## config.mk

```make
export PLATFORM = sky130hd
export DESIGN_NAME = seq_alu
export DESIGN_NICKNAME = d
export VERILOG_FILES = /design/src/rtl/alu_pkg.sv /design/src/rtl/alu_muldiv_iter.sv /design/src/rtl/seq_alu.sv
export SDC_FILE = /design/constraint.sdc
export NUM_CORES = 1
export LEC_CHECK = 0
export BUFFER_PORTS_ARGS = -buffer_cell sky130_fd_sc_hd__buf_4
export CORE_MARGIN = 2
export CORE_UTILIZATION = 45
export CTS_BUF_LIST = sky130_fd_sc_hd__clkbuf_16
export CTS_CLUSTER_DIAMETER = 30
export DETAILED_ROUTE_END_ITERATION = 10
export MAX_ROUTING_LAYER = met4
export PLACE_DENSITY_LB_ADDON = 0.08
export SYNTH_ARGS = -nofsm -noshare
export SYNTH_HDL_FRONTEND = slang
export SYNTH_SLANG_ARGS = --single-unit
```

## constraint.sdc

```tcl
create_clock -name clk -period 5.05 [get_ports clk]
set_clock_uncertainty 0.15 [all_clocks]
set_input_delay 0.505 -clock clk [delete_from_list [all_inputs] [get_ports clk]]
set_output_delay 0.505 -clock clk [all_outputs]
set_load 0.01 [all_outputs]
```

## src/rtl/alu_pkg.sv

```systemverilog
// Shared opcodes, FSM state type and divide-by-zero constants for seq_alu.
package alu_pkg;

  localparam int unsigned OP_W = 4;

  localparam logic [OP_W-1:0] ALU_ADD   = 4'b0000;
  localparam logic [OP_W-1:0] ALU_SUB   = 4'b0001;
  localparam logic [OP_W-1:0] ALU_AND   = 4'b0010;
  localparam logic [OP_W-1:0] ALU_OR    = 4'b0011;
  localparam logic [OP_W-1:0] ALU_SLTU  = 4'b0101;
  localparam logic [OP_W-1:0] ALU_XOR   = 4'b0110;
  localparam logic [OP_W-1:0] ALU_SLT   = 4'b0111;
  localparam logic [OP_W-1:0] ALU_MUL   = 4'b1000;
  localparam logic [OP_W-1:0] ALU_MULHU = 4'b1001;
  localparam logic [OP_W-1:0] ALU_DIVU  = 4'b1010;
  localparam logic [OP_W-1:0] ALU_REMU  = 4'b1011;

  typedef enum logic [1:0] {
    ST_IDLE = 2'd0,
    ST_MUL  = 2'd1,
    ST_DIV  = 2'd2,
    ST_HOLD = 2'd3
  } state_e;

  // divu by zero sets every quotient bit; remu by zero returns the dividend
  localparam logic DIVZ_QUOT_BIT = 1'b1;

  function automatic logic is_mul_op(input logic [OP_W-1:0] op);
    return (op == ALU_MUL) || (op == ALU_MULHU);
  endfunction

  function automatic logic is_div_op(input logic [OP_W-1:0] op);
    return (op == ALU_DIVU) || (op == ALU_REMU);
  endfunction

endpackage

```

## src/rtl/alu_muldiv_iter.sv

```systemverilog
// Shared iteration engine: shift-add multiply and restoring divide, one bit per cycle.
// mul: {hi_o,lo_o} is the product. div: lo_o is the quotient, hi_o the remainder.
module alu_muldiv_iter #(
  parameter int unsigned WIDTH = 32,
  parameter int unsigned CNT_W = $clog2(WIDTH) + 1
) (
  input  logic             clk,
  input  logic             rst_n,
  input  logic             start_i,
  input  logic             is_div_i,
  input  logic [WIDTH-1:0] a_i,
  input  logic [WIDTH-1:0] b_i,
  output logic             done_o,
  output logic [WIDTH-1:0] lo_o,
  output logic [WIDTH-1:0] hi_o
);

  logic             busy_q, busy_d;
  logic             div_q, div_d;
  logic [CNT_W-1:0] cnt_q, cnt_d;
  logic [WIDTH-1:0] hi_q, hi_d;
  logic [WIDTH-1:0] lo_q, lo_d;
  logic [WIDTH-1:0] b_q, b_d;

  logic [WIDTH-1:0] src_hi, src_lo, src_b;
  logic             src_div;
  logic [WIDTH:0]   sum, shl;
  logic [WIDTH-1:0] diff;
  logic             ge;
  logic [WIDTH-1:0] step_hi, step_lo;

  // The first iteration is applied while loading, so WIDTH steps end WIDTH-1 edges later.
  always_comb begin
    src_hi  = hi_q;
    src_lo  = lo_q;
    src_b   = b_q;
    src_div = div_q;
    if (start_i) begin
      src_hi  = '0;
      src_lo  = a_i;
      src_b   = b_i;
      src_div = is_div_i;
    end

    sum  = {1'b0, src_hi} + (src_lo[0] ? {1'b0, src_b} : '0);
    shl  = {src_hi, src_lo[WIDTH-1]};
    ge   = (shl >= {1'b0, src_b});
    diff = shl[WIDTH-1:0] - src_b;

    if (src_div) begin
      step_hi = ge ? diff : shl[WIDTH-1:0];
      step_lo = {src_lo[WIDTH-2:0], ge};
    end else begin
      step_hi = sum[WIDTH:1];
      step_lo = {sum[0], src_lo[WIDTH-1:1]};
    end
  end

  always_comb begin
    busy_d = busy_q;
    div_d  = div_q;
    cnt_d  = cnt_q;
    hi_d   = hi_q;
    lo_d   = lo_q;
    b_d    = b_q;
    done_o = busy_q && (cnt_q == CNT_W'(WIDTH));

    if (start_i) begin
      busy_d = 1'b1;
      div_d  = is_div_i;
      cnt_d  = CNT_W'(1);
      hi_d   = step_hi;
      lo_d   = step_lo;
      b_d    = b_i;
    end else if (done_o) begin
      busy_d = 1'b0;
      cnt_d  = '0;
    end else if (busy_q) begin
      cnt_d = cnt_q + CNT_W'(1);
      hi_d  = step_hi;
      lo_d  = step_lo;
    end
  end

  always_ff @(posedge clk or negedge rst_n) begin
    if (!rst_n) begin
      busy_q <= 1'b0;
      div_q  <= 1'b0;
      cnt_q  <= '0;
      hi_q   <= '0;
      lo_q   <= '0;
      b_q    <= '0;
    end else begin
      busy_q <= busy_d;
      div_q  <= div_d;
      cnt_q  <= cnt_d;
      hi_q   <= hi_d;
      lo_q   <= lo_d;
      b_q    <= b_d;
    end
  end

  assign lo_o = lo_q;
  assign hi_o = hi_q;

endmodule

```

## src/rtl/seq_alu.sv

```systemverilog
// Handshaked execute-stage ALU with registered result.
// Iterative mul/mulhu/divu/remu only when SEQ_ALU_MULDIV_EN is defined.
module seq_alu
  import alu_pkg::*;
#(
  parameter int unsigned WIDTH = 32,
  parameter int unsigned CNT_W = $clog2(WIDTH) + 1
) (
  input  logic             clk,
  input  logic             rst_n,
  input  logic             in_valid,
  output logic             in_ready,
  input  logic [OP_W-1:0]  alu_selector,
  input  logic [WIDTH-1:0] in1,
  input  logic [WIDTH-1:0] in2,
  output logic             out_valid,
  input  logic             out_ready,
  output logic [WIDTH-1:0] out,
  output logic             zero,
  output logic             neg
);

  if (WIDTH < 4 || CNT_W < $clog2(WIDTH + 1)) begin : g_bad_param
    $error("seq_alu: WIDTH must be >= 4 and CNT_W must hold WIDTH");
  end

  state_e           state_q, state_d;
  logic [WIDTH-1:0] out_q, out_d;
  logic             accept;

  function automatic logic [WIDTH-1:0] single_op(input logic [OP_W-1:0] op,
                                                 input logic [WIDTH-1:0] a,
                                                 input logic [WIDTH-1:0] b);
    case (op)
      ALU_ADD:  return a + b;
      ALU_SUB:  return a - b;
      ALU_AND:  return a & b;
      ALU_OR:   return a | b;
      ALU_SLTU: return WIDTH'(a < b);
      ALU_XOR:  return a ^ b;
      ALU_SLT:  return WIDTH'($signed(a) < $signed(b));
      default:  return b;
    endcase
  endfunction

`ifdef SEQ_ALU_MULDIV_EN
  logic             hi_sel_q, hi_sel_d;
  logic             iter_start;
  logic             iter_div;
  logic             iter_done;
  logic [WIDTH-1:0] iter_lo, iter_hi;

  assign iter_div = is_div_op(alu_selector);

  alu_muldiv_iter #(
    .WIDTH (WIDTH),
    .CNT_W (CNT_W)
  ) u_iter (
    .clk      (clk),
    .rst_n    (rst_n),
    .start_i  (iter_start),
    .is_div_i (iter_div),
    .a_i      (in1),
    .b_i      (in2),
    .done_o   (iter_done),
    .lo_o     (iter_lo),
    .hi_o     (iter_hi)
  );
`endif

  assign in_ready = (state_q == ST_IDLE) || ((state_q == ST_HOLD) && out_ready);
  assign accept   = in_valid && in_ready;

  // Next state and result; an accepted op overrides the HOLD->IDLE return.
  always_comb begin
    state_d = state_q;
    out_d   = out_q;
`ifdef SEQ_ALU_MULDIV_EN
    hi_sel_d   = hi_sel_q;
    iter_start = 1'b0;
`endif

    case (state_q)
      ST_HOLD: if (out_ready) state_d = ST_IDLE;
`ifdef SEQ_ALU_MULDIV_EN
      ST_MUL, ST_DIV: begin
        if (iter_done) begin
          out_d   = hi_sel_q ? iter_hi : iter_lo;
          state_d = ST_HOLD;
        end
      end
`endif
      default: ;
    endcase

    if (accept) begin
`ifdef SEQ_ALU_MULDIV_EN
      if (is_mul_op(alu_selector)) begin
        iter_start = 1'b1;
        hi_sel_d   = alu_selector[0];
        state_d    = ST_MUL;
      end else if (is_div_op(alu_selector) && (in2 != '0)) begin
        iter_start = 1'b1;
        hi_sel_d   = alu_selector[0];
        state_d    = ST_DIV;
      end else if (is_div_op(alu_selector)) begin
        out_d   = (alu_selector == ALU_DIVU) ? {WIDTH{DIVZ_QUOT_BIT}} : in1;
        state_d = ST_HOLD;
      end else
`endif
      begin
        out_d   = single_op(alu_selector, in1, in2);
        state_d = ST_HOLD;
      end
    end
  end

  always_ff @(posedge clk or negedge rst_n) begin
    if (!rst_n) begin
      state_q  <= ST_IDLE;
      out_q    <= '0;
`ifdef SEQ_ALU_MULDIV_EN
      hi_sel_q <= 1'b0;
`endif
    end else begin
      state_q  <= state_d;
      out_q    <= out_d;
`ifdef SEQ_ALU_MULDIV_EN
      hi_sel_q <= hi_sel_d;
`endif
    end
  end

  assign out_valid = (state_q == ST_HOLD);
  assign out       = out_q;
  assign zero      = ~|out_q;
  assign neg       = out_q[WIDTH-1];

endmodule

```

Yosys cells after proc, flatten, opt, wreduce, memory -nomap -nowiden:

Cells that the tools add are included.

* output and inout bits: 36
* flip-flop bits (word level): 34
* input bits: 72

* $add $sub $neg: 2
* multiplexer cells: 4
* bitwise logic cells: 3
* order comparisons: 2
* equal/unequal tests: 7
* reduce and logical (&&, ||, !) cells: 10

Operators by type and width (number)
* $pmux W32 S7: 1
* $lt A32 B32 Y1: 2
* $add A32 B32 Y32: 1
* $and A32 B32 Y32: 1
* $or A32 B32 Y32: 1
* $reduce_or A32 Y1: 1
* $sub A32 B32 Y32: 1
* $xor A32 B32 Y32: 1
* $eq A4 B3 Y1 const B: 3
* $eq A4 B2 Y1 const B: 2
* $mux W2: 3
* $eq A4 B1 Y1 const B: 1
* $logic_not A4 Y1: 1
* $reduce_bool A2 Y1: 2
* $eq A2 B2 Y1 const B: 1
* $logic_and A1 B1 Y1: 2
* $logic_not A2 Y1: 1
* $reduce_and A2 Y1: 1
* $logic_not A1 Y1: 1
* $logic_or A1 B1 Y1: 1

Logic depth before layout (Yosys ltp):

* depth in word-level cells: 6
* mapped depth: 12
* gate-level depth less buffers: 12

Worst setup path before layout:

Ideal clock, no wire load.

* path type: input port to flip-flop
* start point: in in1[0]
* end point: reg out_q[0], in the netlist out[0]
* setup time: 0.138 ns
* stages: 12
* arrival time: 2.784 ns
* slack: 1.978 ns
* path through: inv_1 ha_1 fa_1 o21bai_1 a2111oi_2 or4b_1 a21oi_1 o21ai_1 a21o_1 o21a_1 o21ai_0 a31oi_1

* word-level cells in the longest chain between the ends: 2
* elaborated cells between the ends (all ways): 8

RTL lines
* from (decl): line seq_alu.sv:14 `input logic [WIDTH-1:0] in1,`
* $sub A32 B32 Y32, or another cell as far along: line seq_alu.sv:36 `ALU_SUB: return a - b;`
* $pmux W32 S7 *: line seq_alu.sv:34 `case (op)`
* to (signal assigned): line seq_alu.sv:127 `out_q <= out_d;`
* to (decl): line seq_alu.sv:28 `logic [WIDTH-1:0] out_q, out_d;`

Every way passes the cells marked *; elsewhere a longest branch is shown, timed or not.
A chain may end at the register's enable or synchronous reset.

Final worst setup path:

* start point: in in2[4]
* end point: reg out_q[25], in the netlist out[25]

* word-level cells in the longest chain between the ends: 2
* elaborated cells between the ends (all ways): 3

RTL lines
* from (decl): line seq_alu.sv:15 `input logic [WIDTH-1:0] in2,`
* $sub A32 B32 Y32 / $add A32 B32 Y32 (equally long branches): line seq_alu.sv:36, seq_alu.sv:35
* $pmux W32 S7 *: line seq_alu.sv:34

Marks and branches as above.

==> impl_metrics.json <==
{
  "seq_area_frac_synth": 0.126,
  "syn_area_um2": 6540,
  "syn_nets": 1088,
  "synth_area_leader_cell": "ha_1",
  "maxCapViolCount": 0,
  "layout_common_cells": "buf_4 (115), ha_1 (104), nor2_1 (88)",
  "cp-end-kind": "register",
  "setup_tns_ns": 0,
  "die_h_um": 125,
  "stdcell_area_um2": 7500,
  "cts_setup_buffers": 0,
  "synth_area_per_cell_um2": 7.18,
  "hold_class": "primary input to async pin",
  "avgViaCountPerCell": 6.25,
  "period_share": 0.673,
  "p_per_area_nw_per_um2": 194,
  "placed_area_um2": 7370,
  "yosys.area_share.simple": 0.195,
  "async_flop_share": 1.00,
  "route.detailed.drc": 0,
  "port_buffers": 107,
  "cts_root_buffer": "clkbuf_16",
  "grt_max_degree": 47,
  "synth_cell_types": 74,
  "top_usage_layer": "met1",
  "mostFrequentLayoutCell": "buf_4",
  "synth-seq-cells": 33,
  "cts-hold-fix-buffers": 0,
  "drive_gt1_frac": 0.149,
  "worstSetupPathType": "primary input to register",
  "min_period_ns": 3.40,
  "diodes": 0,
  "start_util": 0.455,
  "layout.nets": 1152,
  "place.gp.congestion": 0.960,
  "crit_fanout": 8,
  "path_clk_slew_ns": 0.06,
  "ys_top_cells_by_area": "ha_1 (20%), dfrtp_1 (13%), a21oi_1 (6.4%)",
  "arrival_ns": 3.43,
  "critPathLaunchType": "primary input",
  "synth_top_family_by_area": "compound AO/OA/AOI/OAI gates",
  "hold_viol_final": 0,
  "die_w_um": 125,
  "rows": 44,
  "yosysWarningCount": 0,
  "io_pins": 108,
  "cts_buffers": 5,
  "clock-sinks": 33,
  "wirelength_mm": 24.1,
  "netlist.area_leader.share": 0.199,
  "n_fill_cell": 1472,
  "status": "finished, final reports clean",
  "synth_adder_area_share": 0.205,
  "post_cts_resized": 0,
  "drtIter0Drc": 907,
  "max_slew_margin": 0.204,
  "fmax_mhz": 294,
  "setup_viol": 0,
  "met3_usage": 0.0451,
  "num_vias": 7234,
  "dieArea_um2": 15500,
  "dp_hpwl_mm": 17.9,
  "met1_usage": 0.447,
  "antenna_left": 0,
  "synth_compound_area_frac": 0.348,
  "synth_edf_count": 0,
  "grt_util_all_layers": 0.306,
  "netlist_instances": 910,
  "syn_to_final_growth_pct": 14.8,
  "cts_tree": "done",
  "clock_latency_ns": 0.30,
  "tightest_slew_ns": 1.19,
  "synthXorXnorAreaFrac": 0.0295,
  "synth.area.mux_share": 0.00670,
  "synthFlopType": "dfrtp_1",
  "htree_levels": 2,
  "cp.required_ns": 5.08,
  "antenna_found_initial": 0,
  "grt_overflow": 0,
  "leakage_uw": 0.00345,
  "drv_slew": 0,
  "grt_pass1_vias": 6401,
  "firstDrtPassIters": 5,
  "ctsLongestPathBuffers": 2,
  "grt_util_met2": 0.444,
  "grt_pass1_wl_mm": 36.9,
  "core_area_um2": 14400,
  "finalPower_uw": 1460,
  "rsz0062_at_grt": "no",
  "wl_per_cell_um": 20.8,
  "ir_worst_vdd_uv": 132
}
## stage by stage
step | hold WS (ns) | cells | util | worst slack, ns
floorplan | 0.0594 | 910 | - | 1.98
global placement | 0.347 | 1151 | 0.513 | 1.37
detailed placement | 0.358 | 1151 | 0.513 | 1.40
CTS | 0.0580 | 1158 | 0.522 | 1.69
global route | 0.0741 | 1158 | 0.522 | 1.29
finish | 0.0451 | 1158 | 0.522 | 1.65
## worst paths after layout
path | startpoint | end | slack (ns) | cells past startpoint
setup / recovery | in2[4] | out[25] | 1.65 | 12
hold / removal | rst_n | out[30] | 0.05 | 1
setup reg to reg | state_q[0] | out[18] | 2.60 | 8
hold reg to reg | out[3] | out[3] | 0.37 | 2
max in group asynchronous | rst_n | out[7] | 4.32 | 1
min in group clk | in_valid | state_q[0] | 0.25 | 2
## per-layer routing
| metal | vias up | wire (um) |
|---|---|---|
| met2 | 354 | 10400 |
| met5 | - | 0 |
| met4 | 0 | 516 |
| li1 | 3431 | - |
| met3 | 39 | 2000 |
| met1 | 3410 | 11200 |
## state kept, by name, indices dropped and copies added, names as in the netlist
name     cells
state_q      1
out         32
## cell families (layout without fill, tap and decap cells)
| logic type | Yosys count | in the layout |
|---|---|---|
| flops | 33 | 33 |
| fa+ha+maj | 106 | 106 |
| xor+xnor | 22 | 22 |
| simple gates | 270 | 270 |
| mux | 4 | 4 |
| buf+inv | 143 | 207 |
| compound gates | 332 | 332 |
## cells in the mapped netlist (14+ instances only)
cell type and number:
a211oi_1 20, a21o_1 18, a21oi_1 84, a221oi_1 14, a22oi_1 14, a31oi_1 14
clkbuf_1 35, dfrtp_1 33, ha_1 104, inv_1 83, nand2_1 74, nor2_1 88
nor3_1 25, nor4_1 18, o21ai_0 68, xnor2_1 15
## power breakdown
group / internal [uW] / leakage [uW] / total [uW] / switching, uW
Combinational: 315 / 0.00300 / 779 / 464
Sequential: 309 / 0.000386 / 361 / 52.4
Clock: 177 / 0.0000685 / 317 / 140
Total: 801 / 0.00345 / 1460 / 657
## critical path, cell delays in order
cell	delay, ns
buf_4	0.09
inv_1	0.05
ha_1	0.41
nor2_2	0.28
o311ai_4	0.18
a211oi_1	0.46
a211oi_1	0.26
o31ai_1	0.45
a21boi_0	0.22
nor3b_1	0.19
a211oi_1	0.23
o22ai_1	0.10
## final cells by class
cell class | count | area [um^2] | share of cell area
clock buffer | 5 | 125 | 0.0167
clock inverter | 2 | 7.51 | 0.00100
inverter | 85 | 322 | 0.0428
multi-input combinational | 734 | 5130 | 0.684
sequential | 33 | 826 | 0.110
tap | 184 | 230 | 0.0307
timing repair buffer | 115 | 863 | 0.115
Note: power is estimated with default switching activity, not from simulation.
